==> src/rtl/rvfi_retire_queue.sv <==
// RVFI retirement queue: compacts sparse retire lanes into a circular FIFO and
// drains up to NRET_OUT records per cycle onto registered RVFI lanes, each
// stamped with a monotonic 64-bit order number.
module rvfi_retire_queue #(
    parameter int NRET_IN  = 2,
    parameter int NRET_OUT = 1,
    parameter int REC_W    = 334,
    parameter int DEPTH    = 8
) (
    input  logic                      clock,
    input  logic                      reset,
    input  logic [NRET_IN-1:0]        in_valid,
    input  logic [NRET_IN*REC_W-1:0]  in_rec,
    output logic                      in_ready,
    output logic [NRET_OUT-1:0]       out_valid,
    output logic [NRET_OUT*64-1:0]    out_order,
    output logic [NRET_OUT*REC_W-1:0] out_rec,
    output logic                      overflow,
    output logic [$clog2(DEPTH):0]    level
);

    localparam int PTR_W = (DEPTH > 1) ? $clog2(DEPTH) : 1;
    localparam int LVL_W = $clog2(DEPTH) + 1;

    logic [REC_W-1:0] mem [DEPTH];
    logic [PTR_W-1:0] wr_ptr;
    logic [PTR_W-1:0] rd_ptr;
    logic [63:0]      order_cnt;
    logic [PTR_W-1:0] wr_off [NRET_IN];
    logic [LVL_W-1:0] push_cnt;
    logic [LVL_W-1:0] push_k;
    logic [LVL_W-1:0] pop_cnt;
    logic             push_en;

    // Readiness comes only from the registered level so it never depends on in_valid.
    assign in_ready = (level <= LVL_W'(DEPTH - NRET_IN));
    assign push_en  = in_ready && (in_valid != '0);
    assign push_k   = push_en ? push_cnt : '0;

    // Compact valid lanes: each valid lane lands at wr_ptr plus the count of valid lanes below it.
    always_comb begin
        push_cnt = '0;
        for (int i = 0; i < NRET_IN; i++) begin
            wr_off[i] = push_cnt[PTR_W-1:0];
            if (in_valid[i]) begin
                push_cnt = push_cnt + LVL_W'(1);
            end
        end
    end

    // Pop as many of the oldest entries as there are output lanes, bounded by occupancy.
    always_comb begin
        pop_cnt = level;
        if (int'(level) >= NRET_OUT) begin
            pop_cnt = LVL_W'(NRET_OUT);
        end
    end

    // Record storage; contents are don't-care until written, so no reset here.
    always_ff @(posedge clock) begin
        for (int i = 0; i < NRET_IN; i++) begin
            if (push_en && in_valid[i]) begin
                mem[wr_ptr + wr_off[i]] <= in_rec[i*REC_W +: REC_W];
            end
        end
    end

    // Pointers, occupancy, order counter, sticky overflow and the registered output lanes.
    always_ff @(posedge clock) begin
        if (reset) begin
            wr_ptr    <= '0;
            rd_ptr    <= '0;
            level     <= '0;
            order_cnt <= '0;
            overflow  <= 1'b0;
            out_valid <= '0;
            out_order <= '0;
            out_rec   <= '0;
        end else begin
            if (push_en) begin
                wr_ptr <= wr_ptr + push_cnt[PTR_W-1:0];
            end
            rd_ptr    <= rd_ptr + pop_cnt[PTR_W-1:0];
            level     <= level + push_k - pop_cnt;
            order_cnt <= order_cnt + 64'(pop_cnt);
            if ((in_valid != '0) && !in_ready) begin
                overflow <= 1'b1;
            end
            for (int j = 0; j < NRET_OUT; j++) begin
                if (j < int'(pop_cnt)) begin
                    out_valid[j]                 <= 1'b1;
                    out_order[j*64 +: 64]        <= order_cnt + 64'(j);
                    out_rec[j*REC_W +: REC_W]    <= mem[rd_ptr + PTR_W'(j)];
                end else begin
                    out_valid[j]                 <= 1'b0;
                    out_order[j*64 +: 64]        <= '0;
                    out_rec[j*REC_W +: REC_W]    <= '0;
                end
            end
        end
    end

endmodule

==> config.mk <==
export PLATFORM = sky130hd
export DESIGN_NAME = rvfi_retire_queue
export DESIGN_NICKNAME = d
export VERILOG_FILES = /design/src/rtl/rvfi_retire_queue.sv
export SDC_FILE = /design/constraint.sdc
export NUM_CORES = 2
export LEC_CHECK = 0
export CAP_MARGIN = 20
export CORE_MARGIN = 5
export CORE_UTILIZATION = 59
export DETAILED_ROUTE_END_ITERATION = 16
export GPL_TIMING_DRIVEN = 0
export PLACE_DENSITY = 0.81
export SYNTH_ARGS = -nofsm -noshare
export SYNTH_HDL_FRONTEND = slang
export SYNTH_SLANG_ARGS = --single-unit
==> constraint.sdc <==
create_clock -name clock -period 43.4 [get_ports clock]
set_clock_uncertainty 0.1 [all_clocks]
set_input_delay 10.85 -clock clock [delete_from_list [all_inputs] [get_ports clock]]
set_output_delay 10.85 -clock clock [all_outputs]
set_load 0.01 [all_outputs]
==> Word-level counts from Yosys, hierarchy flattened <==
Memories as Yosys holds them, arrays and structs flattened. A register that Yosys moved wholly into a read port is not among the register bits.
Cells that the tools add are included.
{ "totals": {"ff_bits": 140, "mem_count": 1, "in_bits": 672, "latch_bits": 0, "elab_cells": 35, "ram_bits": 2672, "rom_bits": 0, "output_inout_bits": 405} }
{ "classes": {"n_eq_ne": 0, "reduce_logical": 7, "n_div": 0, "order_cmp": 3, "mux": 9, "mul": 0, "bitwise_logic": 1, "shift": 0, "add_sub_neg": 7} }
{ "memory_table": {"columns": ["name", "depth", "width", "read_ports", "rd_clocked_by_memory_dff", "wr", "line", "source"], "rows": [
  ["mem", 8, 334, 1, 1, 2, "25", "logic [REC_W-1:0] mem [DEPTH];"]
]} }
{ "op_table": {"columns": ["op", "count"], "rows": [
  ["64-bit by 4-bit adder with 64-bit output", 1],
  ["4-bit two-way mux", 3],
  ["3-bit adder", 3],
  ["1-bit two-way mux", 6],
  ["4-bit by 1-bit adder with 4-bit output (second input constant)", 1],
  ["4-bit adder", 1],
  ["4-bit by 1-bit greater-or-equal comparator with 1-bit output (second input constant)", 1],
  ["4-bit by 3-bit <= comparator with 1-bit output (second input constant)", 1],
  ["1-bit logical AND", 4],
  ["1-bit by 4-bit less-than comparator with 1-bit output (first input constant)", 1],
  ["4-bit subtractor", 1],
  ["2-bit nonzero test", 1],
  ["2-bit OR reduction", 1],
  ["1-bit zero test", 1],
  ["1-bit NOT", 1]
]} }

==> Logic depth before layout (Yosys ltp) <==
{ "depth": {"ltp_word": 6, "mapped_depth": 14} }

==> Worst setup path after synthesis <==
No wires, ideal clock.
{ "synth_path": {"kind": "input to register", "startpoint": "in in_valid[0]", "endpoint": "mem mem[3][0] (enable)", "t_arrival_ns": 34.988, "setup_slack_ns": 6.821, "path_buffers": 0, "cell_stages": 4, "setup_time_ns": 1.492, "path_cell_list": "inv_1 -> ha_1 -> or4_1 -> o21ai_0"} }
{ "synth_lines": {"columns": ["item", "line", "source"], "rows": [
  ["start: declaration", "12", "input logic [NRET_IN-1:0] in_valid,"],
  ["end: declaration", "25", null]
]} }

==> metrics.txt <==
# TYPE chip_impl_metric gauge
chip_impl_info{name="synthFlopType",value="edfxtp_1"} 1
chip_impl_metric{name="syn-num-nets",unit=""} 8852
chip_impl_metric{name="largest_voltage_drop_on_the_vdd_net",unit="uV"} 43.8
chip_impl_metric{name="cp_data_arrival_time",unit="ns"} 16.20
chip_impl_metric{name="achievable-frequency",unit="GHz"} 0.0638
chip_impl_metric{name="syn2layout_area_growth",unit="%"} 21.4
chip_impl_metric{name="cts.reportedPaths.clkPinSlew",unit="ns"} 0.06
chip_impl_metric{name="hold_viol_final",unit=""} 0
chip_impl_metric{name="fillers",unit=""} 14700
chip_impl_metric{name="rows",unit=""} 181
chip_impl_metric{name="power.static_leakage",unit="nW"} 57.5
chip_impl_metric{name="timing_max_transition_violations_final",unit=""} 0
chip_impl_metric{name="syn_inst_count",unit=""} 8159
chip_impl_info{name="worstSetupPathType",value="input pin to flip-flop"} 1
chip_impl_metric{name="cts_buffer_depth",unit=""} 4
chip_impl_metric{name="critical_path.max_stage_delay",unit="ns"} 0.63
chip_impl_metric{name="postCtsSetupBuffers",unit=""} 0
chip_impl_metric{name="min_period_over_period",unit=""} 0.361
chip_impl_metric{name="drt_drc_violations_left",unit=""} 0
chip_impl_metric{name="synth.avg_cell_area",unit="sq um"} 17.7
chip_impl_metric{name="setup_viol_count_final",unit=""} 0
chip_impl_metric{name="setup_tns",unit="ns"} 0
chip_impl_metric{name="post_cts_hold_buffer_count",unit=""} 0
chip_impl_metric{name="num_vias",unit=""} 87600
chip_impl_metric{name="detail_route.first_pass.iterations",unit=""} 6
chip_impl_metric{name="async_flop_share",unit=""} 0
chip_impl_metric{name="wl_cell",unit="um"} 33.0
chip_impl_metric{name="fin_crit",unit="ns"} 15.67
chip_impl_metric{name="hold_slack",unit="ns"} 0.391
chip_impl_info{name="hold_path.class",value="flip-flop to flip-flop"} 1
chip_impl_info{name="critical_path.endpoint_type",value="flip-flop"} 1
chip_impl_metric{name="cap_violations",unit=""} 0
chip_impl_metric{name="die_h",unit="um"} 505
chip_impl_metric{name="grt_overflow",unit=""} 0
chip_impl_metric{name="grt_pass1_vias",unit=""} 88500
chip_impl_metric{name="grt_max_degree",unit=""} 24
chip_impl_metric{name="edff_count_synth",unit=""} 2672
chip_impl_metric{name="grt_antenna_before_repair",unit=""} 275
chip_impl_info{name="cp-start-kind",value="input pin"} 1
chip_impl_metric{name="wire_length_of_the_first_global_routing_pass",unit="um"} 633000
chip_impl_metric{name="drive_above_1_share",unit=""} 0.424
chip_impl_metric{name="detail_route.vias_per_cell",unit=""} 6.51
chip_impl_metric{name="worstMarginPinSlew",unit="ns"} 1.25
chip_impl_metric{name="detail_route.wirelength",unit="um"} 444000
chip_impl_metric{name="clkLatencyLatePin",unit="ns"} 0.95
chip_impl_metric{name="initial_core_util",unit=""} 0.594
chip_impl_metric{name="global_route_total_usage_across_every_layer",unit=""} 0.341
chip_impl_metric{name="worst-endpoint-required",unit="ns"} 43.93
chip_impl_metric{name="die-area",unit="sq mm"} 0.255
chip_impl_metric{name="power-per-cell-area",unit="mW/mm^2"} 55.7
chip_impl_metric{name="seq_total_area_yosys",unit=""} 0.621
chip_impl_metric{name="final_nets",unit=""} 10500
chip_impl_metric{name="antenna_violating_nets_remaining",unit=""} 0
chip_impl_metric{name="pin_count",unit=""} 1077
chip_impl_metric{name="cts.repair.resized",unit=""} 0
chip_impl_info{name="layout_common_cells",value="2673 x mux2_2, 2672 x edfxtp_1, 1076 x clkdlybuf4s50_1, 668 x mux4_2, 474 x dfxtp_1"} 1
chip_impl_metric{name="gp_congestion",unit=""} 0.872
chip_impl_info{name="outcome",value="completed"} 1
chip_impl_metric{name="drc_violation_total_after_the_first_tritonroute_iteration",unit=""} 10400
chip_impl_info{name="crit_path_cell_trace",value="clkdlybuf4s50_1 -> ha_1 -> ha_1 -> or3b_2 -> nor3_1 -> clkbuf_1 -> buf_8 -> buf_2 -> buf_2 -> o21bai_4 -> buf_16 -> buf_16 -> buf_16 -> buf_12 -> buf_12 -> buf_12"} 1
chip_impl_metric{name="h-tree-depth",unit=""} 5
chip_impl_metric{name="post-dp-hpwl",unit="um"} 305000
chip_impl_info{name="grt_setup_unrepaired",value="false"} 1
chip_impl_metric{name="cts_buffers",unit=""} 341
chip_impl_metric{name="clkSinkCount",unit=""} 3146
chip_impl_metric{name="timing.critical_path.fanout_max",unit=""} 22
chip_impl_metric{name="core_region_area",unit="sq mm"} 0.243
chip_impl_metric{name="yosys_warnings",unit=""} 0
chip_impl_info{name="cell_type_of_the_slowest_stage_on_the_worst_timing_path",value="clkbuf_1"} 1
chip_impl_metric{name="power",unit="mW"} 9.78
chip_impl_metric{name="synth.cell_area",unit="sq mm"} 0.145
chip_impl_info{name="clk_root_buffer_cell",value="clkbuf_16"} 1
chip_impl_metric{name="buffer_ports.inserted",unit=""} 1076
chip_impl_metric{name="relSlewSlack",unit=""} 0.169
chip_impl_info{name="leading_cell_type_in_the_layout_fill_and_taps_excluded",value="mux2_2"} 1
chip_impl_metric{name="fp.dieW",unit="um"} 505
chip_impl_metric{name="synth_seq_cells",unit=""} 3146
chip_impl_info{name="tritoncts",value="done"} 1
chip_impl_metric{name="post_synth_num_cell_types",unit=""} 51
-- state kept, by name, summed over array words and instances (netlist names) --
name       count
out_valid      1
overflow       1
level          4
order_cnt     64
out_order     64
out_rec      334
rd_ptr         3
mem         2672
wr_ptr         3
-- critical path, delay by kind of cell --
family | cells | cell delay, ns
AND/OR/NAND/NOR | 2 | 0.75
buffers and inverters | 11 | 3.58
AO/OA/AOI/OAI | 1 | 0.36
adder cells (fa/ha/maj) | 2 | 0.52
-- worst paths after layout --
check	start	to	slack, ns	cells past startpoint
max	in_valid[0]	mem[0][144]$_DFFE_PP_	27.73	16
min	order_cnt[63]$_SDFF_PP0_	order_cnt[63]$_SDFF_PP0_	0.39	2
max reg2reg	level[3]$_SDFF_PP0_	mem[0][144]$_DFFE_PP_	37.56	18
min reg2reg	order_cnt[63]$_SDFF_PP0_	order_cnt[63]$_SDFF_PP0_	0.39	2
-- metrics by stage --
step | instance area (sq um) | instances | utilization | setup slack, ns
2_1_floorplan | 145000 | 8159 | - | 6.82
3_3_place_gp | 159000 | 12400 | 0.654 | -20.72
3_5_place_dp | 164000 | 12600 | 0.672 | 26.87
4_1_cts | 175000 | 13200 | 0.717 | 27.84
5_1_grt | 175000 | 13400 | 0.720 | 27.68
6_report | 175000 | 13500 | 0.721 | 27.73
-- synth_stat cells, types with 2 or more instances --
| cell type | n | share of area |
|---|---|---|
| o21bai_1 | 3 | 0.00016 |
| buf_1 | 142 | 0.0037 |
| nand2b_1 | 3 | 0.00013 |
| clkbuf_1 | 242 | 0.0063 |
| mux4_2 | 668 | 0.10 |
| mux2_2 | 2673 | 0.21 |
| nand3b_1 | 3 | 0.00016 |
| nor2_1 | 391 | 0.010 |
| nor3_1 | 10 | 0.00035 |
| xnor2_1 | 26 | 0.0016 |
| and4_1 | 5 | 0.00030 |
| inv_1 | 23 | 0.00060 |
| nand2_1 | 27 | 0.00070 |
| a21oi_1 | 38 | 0.0013 |
| or4_4 | 2 | 0.00016 |
| or3_1 | 20 | 0.00087 |
| o21ai_0 | 27 | 0.00093 |
| nor2b_1 | 7 | 0.00030 |
| mux2i_1 | 335 | 0.023 |
| a31o_2 | 3 | 0.00018 |
| nand4_1 | 17 | 0.00074 |
| buf_2 | 163 | 0.0056 |
| dfxtp_1 | 474 | 0.066 |
| or2_2 | 3 | 0.00013 |
| or4_1 | 16 | 0.00083 |
| nor4_1 | 14 | 0.00061 |
| o31ai_1 | 14 | 0.00073 |
| fa_1 | 2 | 0.00028 |
| ha_1 | 19 | 0.0016 |
| and3_1 | 9 | 0.00039 |
| xor2_1 | 8 | 0.00048 |
| and2_1 | 59 | 0.0026 |
| o22ai_1 | 3 | 0.00013 |
| edfxtp_1 | 2672 | 0.56 |
| nand3_1 | 22 | 0.00076 |
-- per-layer routing --
layer | share of wire | track usage
met1 | 0.36 | 0.440
met2 | 0.47 | 0.526
met3 | 0.10 | 0.0889
met4 | 0.065 | 0.199
met5 | 0.0022 | 0
-- area by class of cell --
type                            instances  area, sq um  share of cell area
Sequential cell                      3146        89700               0.511
Multi-Input combinational cell       4441        52600               0.300
Timing Repair Buffer                 1297        15300              0.0872
Clock buffer                          486         9930              0.0566
Tap cell                             3202         4010              0.0228
Buffer                                548         2290              0.0131
Clock inverter                        127         1120             0.00638
Antenna cell                          183          458             0.00261
Inverter                               24         90.1            0.000513
-- logic make-up after synthesis --
logic type,share of synthesized area
adder cells (fa/ha/maj),0.00192
multiplexers,0.336
XOR/XNOR,0.00206
buffers and inverters,0.0163
AND/OR/NAND/NOR,0.0196
flip-flops,0.621
AO/OA/AOI/OAI,0.00385
-- where the power goes --
part / leakage [nW] / internal [mW] / total, mW / switching (mW)
registers: 28.2 / 3.80 / 3.96 / 0.160
logic: 23.8 / 1.39 / 2.93 / 1.54
clock network: 5.45 / 1.69 / 2.88 / 1.19
No activity file was read; power rests on OpenSTA's default activity.
